==> src/rtl/multicycle_control.sv <==
// Multicycle RV32I control FSM: sequences fetch/decode/execute/memory/writeback,
// with memory handshake, wait timeout, illegal-opcode trap and retire counter.
//
// state    | meaning
// FETCH    | read instruction, PC+4 into PC on mem_ready
// DECODE   | read registers, branch target into ALUOut
// MEMADR   | compute load/store address
// MEMREAD  | load data from memory
// MEMWB    | write loaded data to rd
// MEMWRITE | store data to memory
// EXECR    | R-type ALU operation
// EXECI    | I-type ALU operation
// ALUWB    | write ALUOut to rd
// BEQ      | compare and conditionally load PC
// JAL      | load PC with jump target, PC+4 into ALUOut
// TRAP     | halted on illegal opcode or memory timeout
module multicycle_control #(
    parameter int MEM_TIMEOUT = 16,
    parameter int CNT_W       = 32
) (
    input  logic             i_clk,
    input  logic             i_reset,
    input  logic [6:0]       i_op,
    input  logic             i_mem_ready,
    output logic             o_mem_req,
    output logic             o_adr_src,
    output logic             o_mem_write,
    output logic             o_ir_write,
    output logic             o_pc_write,
    output logic             o_branch,
    output logic             o_reg_write,
    output logic [1:0]       o_alu_src_a,
    output logic [1:0]       o_alu_src_b,
    output logic [1:0]       o_alu_op,
    output logic [1:0]       o_result_src,
    output logic [1:0]       o_imm_src,
    output logic [3:0]       o_state,
    output logic             o_illegal_op,
    output logic             o_mem_fault,
    output logic [CNT_W-1:0] o_instret
);

    typedef enum logic [3:0] {
        S_FETCH    = 4'd0,
        S_DECODE   = 4'd1,
        S_MEMADR   = 4'd2,
        S_MEMREAD  = 4'd3,
        S_MEMWB    = 4'd4,
        S_MEMWRITE = 4'd5,
        S_EXECR    = 4'd6,
        S_EXECI    = 4'd7,
        S_ALUWB    = 4'd8,
        S_BEQ      = 4'd9,
        S_JAL      = 4'd10,
        S_TRAP     = 4'd15
    } state_t;

    localparam logic [6:0] OP_LW  = 7'b0000011;
    localparam logic [6:0] OP_SW  = 7'b0100011;
    localparam logic [6:0] OP_R   = 7'b0110011;
    localparam logic [6:0] OP_I   = 7'b0010011;
    localparam logic [6:0] OP_BEQ = 7'b1100011;
    localparam logic [6:0] OP_JAL = 7'b1101111;

    // The counter only needs to reach MEM_TIMEOUT-1: the cycle that would make it
    // MEM_TIMEOUT is the one that redirects to TRAP.
    localparam bit TMO_EN   = (MEM_TIMEOUT > 0);
    localparam int WAIT_W   = (MEM_TIMEOUT > 1) ? $clog2(MEM_TIMEOUT) : 1;
    localparam int TMO_LAST = (MEM_TIMEOUT > 0) ? MEM_TIMEOUT - 1 : 0;
    localparam logic [WAIT_W-1:0] WAIT_LAST = TMO_LAST[WAIT_W-1:0];

    state_t             r_state;
    state_t             w_next;
    logic [WAIT_W-1:0]  r_wait_cnt;
    logic               r_illegal_op;
    logic               r_mem_fault;
    logic [CNT_W-1:0]   r_instret;

    logic               w_waiting;
    logic               w_timeout;
    logic               w_illegal;
    logic               w_retire;
    logic               w_mem_req;
    logic               w_adr_src;
    logic               w_mem_write;
    logic               w_ir_write;
    logic               w_pc_write;
    logic               w_branch;
    logic               w_reg_write;
    logic [1:0]         w_alu_src_a;
    logic [1:0]         w_alu_src_b;
    logic [1:0]         w_alu_op;
    logic [1:0]         w_result_src;
    logic [1:0]         w_imm_src;

    assign w_waiting = ((r_state == S_FETCH) || (r_state == S_MEMREAD) ||
                        (r_state == S_MEMWRITE)) && !i_mem_ready;
    assign w_timeout = TMO_EN && w_waiting && (r_wait_cnt == WAIT_LAST);

    always_ff @(posedge i_clk or posedge i_reset) begin
        if (i_reset) begin
            r_state <= S_FETCH;
        end else begin
            r_state <= w_next;
        end
    end

    always_comb begin
        w_next       = r_state;
        w_illegal    = 1'b0;
        w_mem_req    = 1'b0;
        w_adr_src    = 1'b0;
        w_mem_write  = 1'b0;
        w_ir_write   = 1'b0;
        w_pc_write   = 1'b0;
        w_branch     = 1'b0;
        w_reg_write  = 1'b0;
        w_alu_src_a  = 2'b00;
        w_alu_src_b  = 2'b00;
        w_alu_op     = 2'b00;
        w_result_src = 2'b00;
        case (r_state)
            S_FETCH: begin
                w_mem_req    = 1'b1;
                w_alu_src_b  = 2'b10;
                w_result_src = 2'b10;
                if (i_mem_ready) begin
                    w_ir_write = 1'b1;
                    w_pc_write = 1'b1;
                    w_next     = S_DECODE;
                end
            end
            S_DECODE: begin
                w_alu_src_a = 2'b01;
                w_alu_src_b = 2'b01;
                case (i_op)
                    OP_LW, OP_SW: w_next = S_MEMADR;
                    OP_R:         w_next = S_EXECR;
                    OP_I:         w_next = S_EXECI;
                    OP_BEQ:       w_next = S_BEQ;
                    OP_JAL:       w_next = S_JAL;
                    default: begin
                        w_next    = S_TRAP;
                        w_illegal = 1'b1;
                    end
                endcase
            end
            S_MEMADR: begin
                w_alu_src_a = 2'b10;
                w_alu_src_b = 2'b01;
                w_next      = (i_op == OP_LW) ? S_MEMREAD : S_MEMWRITE;
            end
            S_MEMREAD: begin
                w_mem_req = 1'b1;
                w_adr_src = 1'b1;
                if (i_mem_ready) w_next = S_MEMWB;
            end
            S_MEMWB: begin
                w_result_src = 2'b01;
                w_reg_write  = 1'b1;
                w_next       = S_FETCH;
            end
            S_MEMWRITE: begin
                w_mem_req   = 1'b1;
                w_mem_write = 1'b1;
                w_adr_src   = 1'b1;
                if (i_mem_ready) w_next = S_FETCH;
            end
            S_EXECR: begin
                w_alu_src_a = 2'b10;
                w_alu_op    = 2'b10;
                w_next      = S_ALUWB;
            end
            S_EXECI: begin
                w_alu_src_a = 2'b10;
                w_alu_src_b = 2'b01;
                w_alu_op    = 2'b10;
                w_next      = S_ALUWB;
            end
            S_ALUWB: begin
                w_reg_write = 1'b1;
                w_next      = S_FETCH;
            end
            S_BEQ: begin
                w_alu_src_a = 2'b10;
                w_alu_op    = 2'b01;
                w_branch    = 1'b1;
                w_next      = S_FETCH;
            end
            S_JAL: begin
                w_alu_src_a = 2'b01;
                w_alu_src_b = 2'b10;
                w_pc_write  = 1'b1;
                w_next      = S_ALUWB;
            end
            S_TRAP: begin
                w_next = S_TRAP;
            end
            default: begin
                w_next = S_TRAP;
            end
        endcase
        // A timed-out access must not leave a half-done request or write behind.
        if (w_timeout) begin
            w_next      = S_TRAP;
            w_mem_req   = 1'b0;
            w_mem_write = 1'b0;
            w_ir_write  = 1'b0;
            w_pc_write  = 1'b0;
            w_branch    = 1'b0;
            w_reg_write = 1'b0;
        end
    end

    always_comb begin
        w_imm_src = 2'b00;
        case (i_op)
            OP_SW:   w_imm_src = 2'b01;
            OP_BEQ:  w_imm_src = 2'b10;
            OP_JAL:  w_imm_src = 2'b11;
            default: w_imm_src = 2'b00;
        endcase
    end

    // Only MEMWB/MEMWRITE/ALUWB/BEQ can reach FETCH from another state.
    assign w_retire = (w_next == S_FETCH) && (r_state != S_FETCH);

    always_ff @(posedge i_clk or posedge i_reset) begin
        if (i_reset) begin
            r_wait_cnt   <= '0;
            r_illegal_op <= 1'b0;
            r_mem_fault  <= 1'b0;
            r_instret    <= '0;
        end else begin
            if (!TMO_EN || !w_waiting || (w_next != r_state)) begin
                r_wait_cnt <= '0;
            end else begin
                r_wait_cnt <= r_wait_cnt + WAIT_W'(1);
            end
            if (w_illegal) r_illegal_op <= 1'b1;
            if (w_timeout) r_mem_fault  <= 1'b1;
            if (w_retire)  r_instret    <= r_instret + CNT_W'(1);
        end
    end

    // Reset is async, so gating here keeps requests and writes low for the whole pulse.
    assign o_mem_req    = w_mem_req   & ~i_reset;
    assign o_mem_write  = w_mem_write & ~i_reset;
    assign o_ir_write   = w_ir_write  & ~i_reset;
    assign o_pc_write   = w_pc_write  & ~i_reset;
    assign o_branch     = w_branch    & ~i_reset;
    assign o_reg_write  = w_reg_write & ~i_reset;
    assign o_adr_src    = w_adr_src;
    assign o_alu_src_a  = w_alu_src_a;
    assign o_alu_src_b  = w_alu_src_b;
    assign o_alu_op     = w_alu_op;
    assign o_result_src = w_result_src;
    assign o_imm_src    = w_imm_src;
    assign o_state      = r_state;
    assign o_illegal_op = r_illegal_op;
    assign o_mem_fault  = r_mem_fault;
    assign o_instret    = r_instret;

endmodule

==> config.mk <==
export PLATFORM = sky130hd
export DESIGN_NAME = multicycle_control
export DESIGN_NICKNAME = d
export VERILOG_FILES = /design/src/rtl/multicycle_control.sv
export SDC_FILE = /design/constraint.sdc
export NUM_CORES = 1
export LEC_CHECK = 0
export ABC_CLOCK_PERIOD_IN_PS = 3800
export CORE_ASPECT_RATIO = 1.2
export CORE_UTILIZATION = 30
export CTS_CLUSTER_SIZE = 10
export DETAILED_ROUTE_END_ITERATION = 16
export GPL_ROUTABILITY_DRIVEN = 0
export PLACE_DENSITY = 0.53
export SYNTH_ARGS = -nofsm -noshare
export SYNTH_HDL_FRONTEND = slang
export SYNTH_SLANG_ARGS = --single-unit
==> constraint.sdc <==
create_clock -name i_clk -period 3.8 [get_ports i_clk]
set_clock_uncertainty 0.15 [all_clocks]
set_input_delay 1.14 -clock i_clk [delete_from_list [all_inputs] [get_ports i_clk]]
set_output_delay 1.14 -clock i_clk [all_outputs]
set_load 0.02 [all_outputs]
==> results <==
- The flow ran to the end, and the final reports show no timing, DRC or antenna violations.
- The starting density of the core is 31.7%.
- The global routing stage identified its most utilized layer as met2.
- After clock tree synthesis, the clock-pin slew on the worst setup and hold paths is roughly 0.080 ns.
- The met3 demand-to-capacity share in global routing is just under 3%.
- Max-cap violations in this run came to 0.
- The overall die height is a little under 100 microns.
- The finished cells cover between 0.003 and 0.004 sq mm.
- The mean routed wirelength per cell is 13.9 microns.
- The remaining max-slew budget at the tightest pin is between 50% and 60%.
- The total number of nets in the final design is around 340.
- The count of routing violations after the opening detailed-route iteration is 57.
- The cell type with the highest aggregate area in the netlist is dfrtp_1.
- The top-area cell type share of the netlist area is about 45%.
- The number of sinks driven by the clock tree is 42.
- Setup repair after global routing left no endpoint under its margin.
- The clock latency at the later pin of the worst-skew pair is ~0.29 ns.
- The count of nets left with antenna violations once routing finished came out at 0.
- The buffering stage count on the worst path with inverters included is 4.
- Counting the buffers created by CTS gives 5.
- The number of standard cells after synthesis is 244.
- For this design, the slowest cell found on the critical path is clkdlybuf4s50_1.
- The sequential standard cell area is 0.00105 sq mm.
- The setup path with the least slack is of type in2out.
- Row generation in the floorplan step produced 34 rows.
- For the worst setup path, the data required time is roughly 2.5 ns.
- The antenna cell count is 0.
- The wire length of the first global-routing pass is roughly 9500 microns.
- For this run, global-route usage on met1 was measured as around 20%.
- The die footprint is approximately 0.0082 sq mm.
- Summing over every cut layer, the via total after detailed routing is about 2100.
- The number of antenna violations at the first check in global routing is 0.
- The internal power of the cells totals just over 0.0006 W.
- between 60 and 70 I/O pins were placed.
- On the final layout, the worst hold slack is 0.312 ns.
- STA classifies the critical path startpoint as an input port.
- The first detailed-routing pass ran for 4 iterations.
- Dividing the synthesized area by the synthesized cell count gives ~9.6 sq um.
- Leaving out fill and tap cells, the most frequent cell in the layout is clkdlybuf4s50_1.
- The post-synth net total is roughly 260.
- The H-tree was split into 2 levels.
- The leakage power is about 1.4 nW.
- The critical path's top delay family is buffers and inverters.
- The count of buffers inserted at the top-level ports is between 60 and 70.
- The number of global-route vias before repair is around 2000.
- The root buffer cell chosen for the clock tree is clkbuf_8.
- Compared with the post-synthesis result, the final layout area differs by 41.0%.
- The placed instances occupy a cell area of between 0.003 and 0.004 sq mm.
- The combined area of the multi-input logic cells is 0.00121 sq mm.
- In the finished design, the share of the clock period the worst path needs comes to 96.8%.
- The critical path goes through clkdlybuf4s50_1 > clkinvlp_4 > buf_4 > and3_1 > dlygate4sd2_1.
- Summed over all layers, the routed wires come to 5790 microns.
- The floorplan step defined a core boundary enclosing around 0.0074 sq mm.
- The count of pins over their slew limit is 0.
- Setup violations remaining at the end of the flow were counted as 0.
- In this run, synthesis produced a sequential element count of 42.
- Dividing total power by cell area gives a power density of 239 mW/mm^2.
- The class of the tightest hold or removal check is reg2reg.
- The clock tree from TritonCTS is built.
- In the routed design, unresolved DRC markers number 0.
- Across the VDD grid, the largest voltage drop is 0.215 mV.
- Summed over all nets, the half-perimeter wirelength after detailed placement is a little over 4000 microns.
- After synthesis the cells add up to about 0.0023 sq mm.
- The number of buffers inserted by post-CTS setup repair is 0.
- The met2 layer usage reported by global route is roughly a quarter.
- Static timing analysis puts the maximum clock frequency at roughly 270 MHz.
- The total overflow left after global routing is 0.
- The filler cell count in the final layout is roughly 750.
- Ranked by total cell area, the synthesized netlist is headed by dfrtp_1 (45%), xnor2_1 (12%), and3_1 (4.8%).
- The Yosys step of the flow raised 0 warnings.
- In this run the worst setup path begins at i_reset.
- The clock group share of total power is around 38%.
- The mean number of vias per cell is approximately 5.
- The worst register-to-register path begins at o_state[0].
- Measured along the x axis, the die boundary spans between 80 and 90 microns.
- The hold violation count in the final report is 0.
- The maximum number of pins on one net before global-route repair is 43.
- The worst hold path startpoint is r_wait_cnt[0].
- The arrival time of data at the critical path endpoint is 2.39 ns.
- The part of the total power dissipated in combinational logic is between 5 and 6%.
- The power consumption is between 0.0007 and 0.0008 W.
- The critical path capture point type is an output port.
- The actual transition at the worst max-transition pin is 0.599 ns.
- The register share of total power is 56.6%.
- The maximum count of clock buffers along a single path is 2.
- The number of library cell types mapped by synthesis is 45.
- Leaving out fill and tap cells, the most frequent cells in the layout are clkdlybuf4s50_1 (55), dfrtp_1 (42), xnor2_1 (32).
- The fraction of power spent switching nets is between 20% and 30%.
- The post-route netlist has 13.8% of its cells at a drive strength greater than 1.
- On the worst path, the slowest cell contributes a delay of 0.53 ns.
- For the finished layout, the period the worst path requires is between 3 and 4 ns.
- After synthesis, flip-flops and latches occupy between 40% and 50% of the total area.
- The net load switching power is ~0.00017 W.
- The combined global-route utilization of all metal layers is roughly 15%.
- Of all nets on the critical path, the largest fanout is 2.
[worst reg2reg max path, cell delays in order (launching register included)]
cell      delay [ns]
dfrtp_1         0.56
buf_4           0.26
nand2b_1        0.16
or4_1           0.58
o2111a_1        0.18
and4_1          0.19
buf_12          0.17
and3_1          0.17
xor2_1          0.14
[layer usage]
| metal | share of wire [%] | up-vias |
|---|---|---|
| li1 | - | 1028 |
| met4 | 1.2 | 0 |
| met1 | 47 | 989 |
| met2 | 46 | 65 |
| met3 | 5.9 | 5 |
| met5 | 0 | - |
[sequential cells by signal, indices dropped and copies added, names as in the netlist]
signal / cells
o_illegal_op: 1
r_wait_cnt: 4
o_state: 4
o_mem_fault: 1
o_instret: 32
[final cells by class]
cell class / count / share of cell area [%]
timing repair buffer: 88 / 24.6
clock buffer: 6 / 2.49
clock inverter: 2 / 0.378
multi-input combinational: 181 / 36.5
sequential: 42 / 31.7
tap: 90 / 3.40
inverter: 7 / 0.907
[kinds of logic (layout without fill, tap and decap cells)]
family / Yosys count / in the layout / share of synthesized area [%]
adders and majority gates: 2 / 2 / 1.07
and+or+nand+nor: 115 / 115 / 27.8
DFF: 42 / 42 / 44.8
buffers and inverters: 21 / 103 / 4.48
AOI/OAI and AO/OA: 27 / 27 / 7.94
muxes: 1 / 1 / 0.480
xor gates and xnor gates: 36 / 36 / 13.4
[Yosys cell counts (all sizes together)]
cell type / n
dfrtp: 42
xnor2: 32
and3: 18
nor2: 18
nand3: 16
nand2: 15
nand4: 14
clkbuf: 9
nor3: 9
inv: 7
o21ai: 7
a21oi: 6
buf: 5
nand2b: 4
xor2: 4
and4: 3
nor2b: 3
or3: 3
and2: 2
ha: 2
nor4b: 2
o21bai: 2
o221ai: 2
or2: 2
a2111oi: 1
a221oi: 1
a222oi: 1
a31o: 1
a31oi: 1
a32oi: 1
and4b: 1
mux2: 1
nand3b: 1
nand4b: 1
nand4bb: 1
nor4: 1
o2111a: 1
o211ai: 1
o31ai: 1
o41a: 1
or4: 1
[per-stage QoR]
stage / util, % / worst slack [ns] / setup TNS [ns] / instances
after floorplan: - / -0.112 / -0.112 / 244
after global placement: 43.6 / -0.433 / -2.00 / 408
after detailed placement: 43.6 / -0.487 / -2.18 / 408
after CTS: 44.8 / 0.00403 / 0 / 416
after global routing: 44.7 / 0.0221 / 0 / 416
final: 44.7 / 0.122 / 0 / 416
[timing repair]
item | 4_1_cts | 5_1_grt
pin swaps | 1 | 2
gates resized for setup | 17 | 7
hold buffers | 0 | 0
endpoints found under the setup margin | 7 | 5
[power by group through the flow]
stage | logic (W) | registers, W | clock network, W
finish | 0.0000451 | 0.000447 | 0.000298
global route | 0.0000505 | 0.000447 | 0.000328
CTS | 0.0000466 | 0.000447 | 0.000312
detailed placement | 0.0000461 | 0.000456 | 0
global placement | 0.0000460 | 0.000456 | 0
floorplan | 0.0000148 | 0.000456 | 0
[path summary, 6_finish.rpt]
path	slack [ns]	end	cells after the start
setup / recovery	0.12	o_ir_write	5
hold / removal	0.31	r_wait_cnt[0]	1
setup reg to reg	1.13	o_instret[23]	8
hold reg to reg	0.31	r_wait_cnt[0]	1
max in group asynchronous	1.79	o_instret[24]	4
min in group asynchronous	1.35	o_state[3]	4
No activity file was read; power rests on OpenSTA's default activity.
